`src/rtl/b01_line_driver.sv`:
```
// b01_line_driver: transmit side of the two-line serial link feeding a b01
// consumer. Operand pairs are shifted out LSB-first on line1/line2, and the
// consumer's outp/overflw response is collected into a parallel result word.
module b01_line_driver #(
    parameter int WIDTH  = 8,   // operand/result width, 2..32
    parameter int RX_LAT = 1    // consumer response latency in cycles, 0..3
) (
    input  logic             clock,
    input  logic             reset,
    input  logic             in_valid,
    output logic             in_ready,
    input  logic [WIDTH-1:0] op_a,
    input  logic [WIDTH-1:0] op_b,
    output logic             line1,
    output logic             line2,
    input  logic             outp,
    input  logic             overflw,
    output logic             res_valid,
    output logic [WIDTH-1:0] res_data,
    output logic             res_ovf,
    output logic             busy
);

    // Counter value k means "this is cycle ck of the word"; LAST is the
    // final sample cycle, after which the word completes.
    localparam int LAST   = WIDTH + RX_LAT;
    localparam int WIN_LO = RX_LAT + 1;
    localparam int CW     = $clog2(LAST + 1);

    localparam logic [CW-1:0] LAST_C  = CW'(LAST);
    localparam logic [CW-1:0] WIDTH_C = CW'(WIDTH);
    localparam logic [CW-1:0] WIN_C   = CW'(WIN_LO);

    typedef enum logic [1:0] {
        IDLE  = 2'd0,
        SHIFT = 2'd1,
        DRAIN = 2'd2
    } state_t;

    state_t            state_q, state_d;
    logic [CW-1:0]     cnt_q, cnt_d;
    logic [WIDTH-1:0]  sh_a_q, sh_a_d;
    logic [WIDTH-1:0]  sh_b_q, sh_b_d;
    logic              line1_q, line1_d;
    logic              line2_q, line2_d;
    logic [WIDTH-1:0]  shadow_q, shadow_d;
    logic              ovf_acc_q, ovf_acc_d;
    logic              res_valid_q, res_valid_d;
    logic [WIDTH-1:0]  res_data_q, res_data_d;
    logic              res_ovf_q, res_ovf_d;

    logic              done;

    // Next-state logic: accept, shift, windowed capture and completion.
    always_comb begin
        state_d     = state_q;
        cnt_d       = cnt_q;
        sh_a_d      = sh_a_q;
        sh_b_d      = sh_b_q;
        line1_d     = 1'b0;
        line2_d     = 1'b0;
        shadow_d    = shadow_q;
        ovf_acc_d   = ovf_acc_q;
        res_valid_d = 1'b0;
        res_data_d  = res_data_q;
        res_ovf_d   = res_ovf_q;

        done = (state_q != IDLE) && (cnt_q == LAST_C);

        if (state_q == IDLE) begin
            if (in_valid) begin
                // Bit 0 goes straight to the line flops; the remainder
                // waits in the shift registers for c2..cWIDTH.
                state_d   = SHIFT;
                cnt_d     = CW'(1);
                line1_d   = op_a[0];
                line2_d   = op_b[0];
                sh_a_d    = op_a >> 1;
                sh_b_d    = op_b >> 1;
                shadow_d  = '0;
                ovf_acc_d = 1'b0;
            end
        end else begin
            // Response to bit j arrives in cycle c(j+1+RX_LAT).
            if (cnt_q >= WIN_C) begin
                for (int i = 0; i < WIDTH; i++) begin
                    if (cnt_q == CW'(i + WIN_LO)) begin
                        shadow_d[i] = outp;
                    end
                end
                ovf_acc_d = ovf_acc_q | overflw;
            end

            // Lines carry data only through cWIDTH; zero afterwards.
            if ((state_q == SHIFT) && (cnt_q < WIDTH_C)) begin
                line1_d = sh_a_q[0];
                line2_d = sh_b_q[0];
                sh_a_d  = sh_a_q >> 1;
                sh_b_d  = sh_b_q >> 1;
            end

            if (done) begin
                // Final sample lands in the same edge that publishes the word.
                state_d     = IDLE;
                cnt_d       = '0;
                res_valid_d = 1'b1;
                res_data_d  = shadow_d;
                res_ovf_d   = ovf_acc_d;
            end else begin
                cnt_d = cnt_q + CW'(1);
                if ((state_q == SHIFT) && (cnt_q == WIDTH_C)) begin
                    state_d = DRAIN;
                end
            end
        end
    end

    // State and output registers; reset discards any in-flight word.
    always_ff @(posedge clock or negedge reset) begin
        if (!reset) begin
            state_q     <= IDLE;
            cnt_q       <= '0;
            sh_a_q      <= '0;
            sh_b_q      <= '0;
            line1_q     <= 1'b0;
            line2_q     <= 1'b0;
            shadow_q    <= '0;
            ovf_acc_q   <= 1'b0;
            res_valid_q <= 1'b0;
            res_data_q  <= '0;
            res_ovf_q   <= 1'b0;
        end else begin
            state_q     <= state_d;
            cnt_q       <= cnt_d;
            sh_a_q      <= sh_a_d;
            sh_b_q      <= sh_b_d;
            line1_q     <= line1_d;
            line2_q     <= line2_d;
            shadow_q    <= shadow_d;
            ovf_acc_q   <= ovf_acc_d;
            res_valid_q <= res_valid_d;
            res_data_q  <= res_data_d;
            res_ovf_q   <= res_ovf_d;
        end
    end

    assign in_ready  = (state_q == IDLE);
    assign busy      = (state_q != IDLE);
    assign line1     = line1_q;
    assign line2     = line2_q;
    assign res_valid = res_valid_q;
    assign res_data  = res_data_q;
    assign res_ovf   = res_ovf_q;

endmodule

```
`config.mk`:
```
export PLATFORM = sky130hd
export DESIGN_NAME = b01_line_driver
export DESIGN_NICKNAME = d
export VERILOG_FILES = /design/src/rtl/b01_line_driver.sv
export SDC_FILE = /design/constraint.sdc
export NUM_CORES = 1
export LEC_CHECK = 0
export BUFFER_PORTS_ARGS = -buffer_cell sky130_fd_sc_hd__buf_2
export CAP_MARGIN = 20
export CORE_MARGIN = 10
export CORE_UTILIZATION = 55
export DETAILED_ROUTE_END_ITERATION = 16
export PLACE_DENSITY = 0.79
export SLEW_MARGIN = 5
export SYNTH_ARGS = -nofsm -noshare
export SYNTH_HDL_FRONTEND = slang
export SYNTH_SLANG_ARGS = --single-unit
export TNS_END_PERCENT = 5
```
`constraint.sdc`:
```
create_clock -name clock -period 1.9 [get_ports clock]
set_input_delay 0.38 -clock clock [delete_from_list [all_inputs] [get_ports clock]]
set_output_delay 0.38 -clock clock [all_outputs]
set_load 0.005 [all_outputs]
```
==> impl_metrics.tcl <==
set metrics [dict create \
    insertion_delay_ps 290 \
    synth-compound-area-share 0.125 \
    crit_path_end_kind "primary output" \
    synth.area.top_cells "dfrtp_1 50%, mux2_2 11%, o21ai_0 4.7%" \
    grt_pass1_wl_mm 7.38 \
    powerDensity_nw_per_um2 1640 \
    p_int_w 0.00240 \
    die-area_um2 6490 \
    cts_tree "built" \
    seq_area_frac_synth 0.496 \
    yosys_warnings 0 \
    antenna_found_initial 0 \
    period_minus_slack_ps 1790 \
    synthSimpleGateAreaFrac 0.101 \
    areaGrowthSynthToFinish_pct 14.5 \
    synthXorXnorAreaFrac 0 \
    vias_per_cell 5.61 \
    placedInstanceArea_um2 2220 \
    synth.mux.area_fraction 0.196 \
    final_nets 238 \
    clk_pin_slew_worst_paths_ps 70 \
    cts.sinks 40 \
    drive_above_1_share 0.366 \
    drc_errors 0 \
    yosysTopAreaCell "dfrtp_1" \
    synth_top_family_by_area "multiplexers" \
    diodes 0 \
    finalCritPeriodShare 0.944 \
    relSlewSlack 0.636 \
    leakage_nw 1.11 \
    start_kind "flip-flop" \
    grtUsageTotal 0.146 \
    cts_root_buffer "clkbuf_8" \
    syn-instance-count 175 \
    crit_type "flip-flop to primary output" \
    drv_cap 0 \
    ioPinCount 35 \
    finalMaxSlewViolations 0 \
    core_um2 3440 \
    p_sw_frac 0.366 \
    dieWidth_um 80.6 \
    critPathRequiredTime_ps 1520 \
    final_core_util 0.671 \
    worst_pin_slew_ps 538 \
    seq_area_um2 1000 \
    drt-pass1-iter-count 6 \
    status "finished, final reports clean" \
    syn-num-nets 200 \
    hpwl_mm 3.06 \
    clock.fmax_mhz 557 \
    seq_power_share 0.388 \
    overflow 0 \
    synth_top_area_share 0.496 \
    design_area_um2 2310 \
    syn_area_um2 2020 \
    grt_pass1_vias 1517 \
    wl_mm 4.36 \
    setup_ws_ps 106 \
    num_vias 1454 \
    multi_input_area_um2 902 \
    worstPathMaxFanout 28 \
    port_buffers 34 \
    setup_viol 0 \
    worstPathArrival_ps 1410 \
    rsz0062_at_grt "no" \
    grt_max_degree 41 \
    fp.dieH_um 80.6 \
    drt_iter0_markers 85 \
    avgSynthCellArea_um2 11.5 \
    cts_made_buffers 5 \
    initial_core_util 0.586 \
    ys_ff_latch 40 \
    drt-wirelength-per-cell_um 16.8 \
    pre_cts_slack_ps 170 \
    setup_tns_ps 0 \
    combPwrFrac 0.472 \
    hold_violations 0 \
    rows 21 \
    fill_cells 273 \
    synth.distinct_cells 38 \
    holdCritPathClass "input pin to asynchronous set/reset pin" \
    gp_congestion 0.877 \
    skew_ps 2.29 \
    cts_htree_levels 2 \
    power.total_w 0.00379 \
    peakVddDrop_mv 0.899 \
    p_switching_w 0.00138 \
    clock_path_buffers 2 \
    ant_nets 0 \
    synthAdderAreaFrac 0.0248 \
    pwr-share-clk 0.139 \
]
-- layout by cell type (no fill, tap or decap), types with 3 or more instances in the layout --
cell type,Yosys,final
mux2_2,20,20
o22ai_1,4,4
a21oi_1,10,10
buf_4,1,8
clkbuf_8,0,5
ha_1,4,4
nand3_1,4,4
dfrtp_1,40,40
mux2i_1,8,8
nand3b_1,6,6
nor2b_1,3,3
inv_1,9,9
nor3b_1,3,3
mux2_4,6,6
buf_2,3,34
o21ai_0,19,19
nand2_1,4,4
-- flip-flops by register name, indices dropped and copies added, names as in the netlist --
signal / flops
res_data: 8
sh_a_q: 7
sh_b_q: 7
shadow_q: 7
cnt_q: 4
state_q: 2
line1: 1
line2: 1
ovf_acc_q: 1
res_ovf: 1
res_valid: 1
-- kinds of logic (layout without fill, tap and decap cells) --
family                   after synthesis  in the layout
AO/OA/AOI/OAI                         43             43
adder cells (fa/ha/maj)                4              4
buffers and inverters                 21             59
flip-flops                            40             40
multiplexers                          34             34
AND/OR/NAND/NOR                       33             33
-- layer usage --
| layer | vias to the layer above | part of all wire | GRT usage |
|---|---|---|---|
| met5 | - | 0 | 0 |
| met4 | 0 | 0.022 | 0.0651 |
| met3 | 10 | 0.093 | 0.0612 |
| li1 | 701 | - | - |
| met2 | 56 | 0.48 | 0.235 |
| met1 | 687 | 0.41 | 0.165 |
-- Yosys cell counts --
cell type	number
clkbuf_1	3
dfrtp_1	40
or4_1	1
o21ai_0	19
o21ba_2	1
nand2b_1	1
buf_2	3
nor3_1	2
nand3b_1	6
mux2_4	6
buf_4	1
a31oi_1	1
ha_1	4
or2_2	1
clkbuf_2	1
nand4_1	1
nor2b_1	3
a41oi_1	1
a21oi_1	10
mux2_2	20
inv_6	1
a32o_1	2
o31ai_1	1
nor4b_1	1
inv_1	9
nor3b_1	3
nand3_2	1
o22ai_1	4
nor2_1	2
buf_6	3
nand2_1	4
and2b_1	1
a21o_1	2
or3_1	1
or2_1	1
a22oi_1	2
mux2i_1	8
nand3_1	4
-- worst paths after layout --
path | startpoint | to | slack (ps) | cells after the start
worst min register to register | res_data[1] | res_data[1] | 510 | 1
worst max-delay path | state_q[0] | in_ready | 110 | 3
worst min-delay path | reset | res_valid | 140 | 2
min in group clock | op_b[0] | line2 | 330 | 3
max in group asynchronous | reset | shadow_q[5] | 1420 | 2
worst max register to register | cnt_q[0] | res_ovf | 190 | 5
-- cell type report --
cell class | count | area share
Inverter | 10 | 0.0184
Multi-Input combinational cell | 114 | 0.390
Tap cell | 46 | 0.0249
Sequential cell | 40 | 0.433
Clock inverter | 1 | 0.00217
Timing Repair Buffer | 42 | 0.0996
Clock buffer | 6 | 0.0314
-- per-stage QoR --
stage          hold WS, ps  std cells
2_1_floorplan         84.4        175
3_3_place_gp           456        250
3_5_place_dp           465        250
4_1_cts                153        257
5_1_grt                173        259
6_report               136        259
-- critical path: stages (launching register included) --
cell and delay (ps):
dfrtp_1 460, or2_1 290, clkinv_4 200, buf_2 160
-- power groups by stage --
stage,Combinational [W],Sequential [W],Clock (W)
3_3_place_gp,0.00170,0.00146,0
2_1_floorplan,0.00144,0.00141,0
6_report,0.00179,0.00147,0.000528
5_1_grt,0.00198,0.00152,0.000584
4_1_cts,0.00179,0.00147,0.000538
3_5_place_dp,0.00177,0.00149,0
-- timing repair --
| action | CTS | global route |
|---|---|---|
| setup buffers | 0 | 2 |
| setup endpoints to repair | 0 | 8 |
| resized for setup | 0 | 1 |
| hold buffers | 0 | 0 |
(Power assumes the default switching activity.)
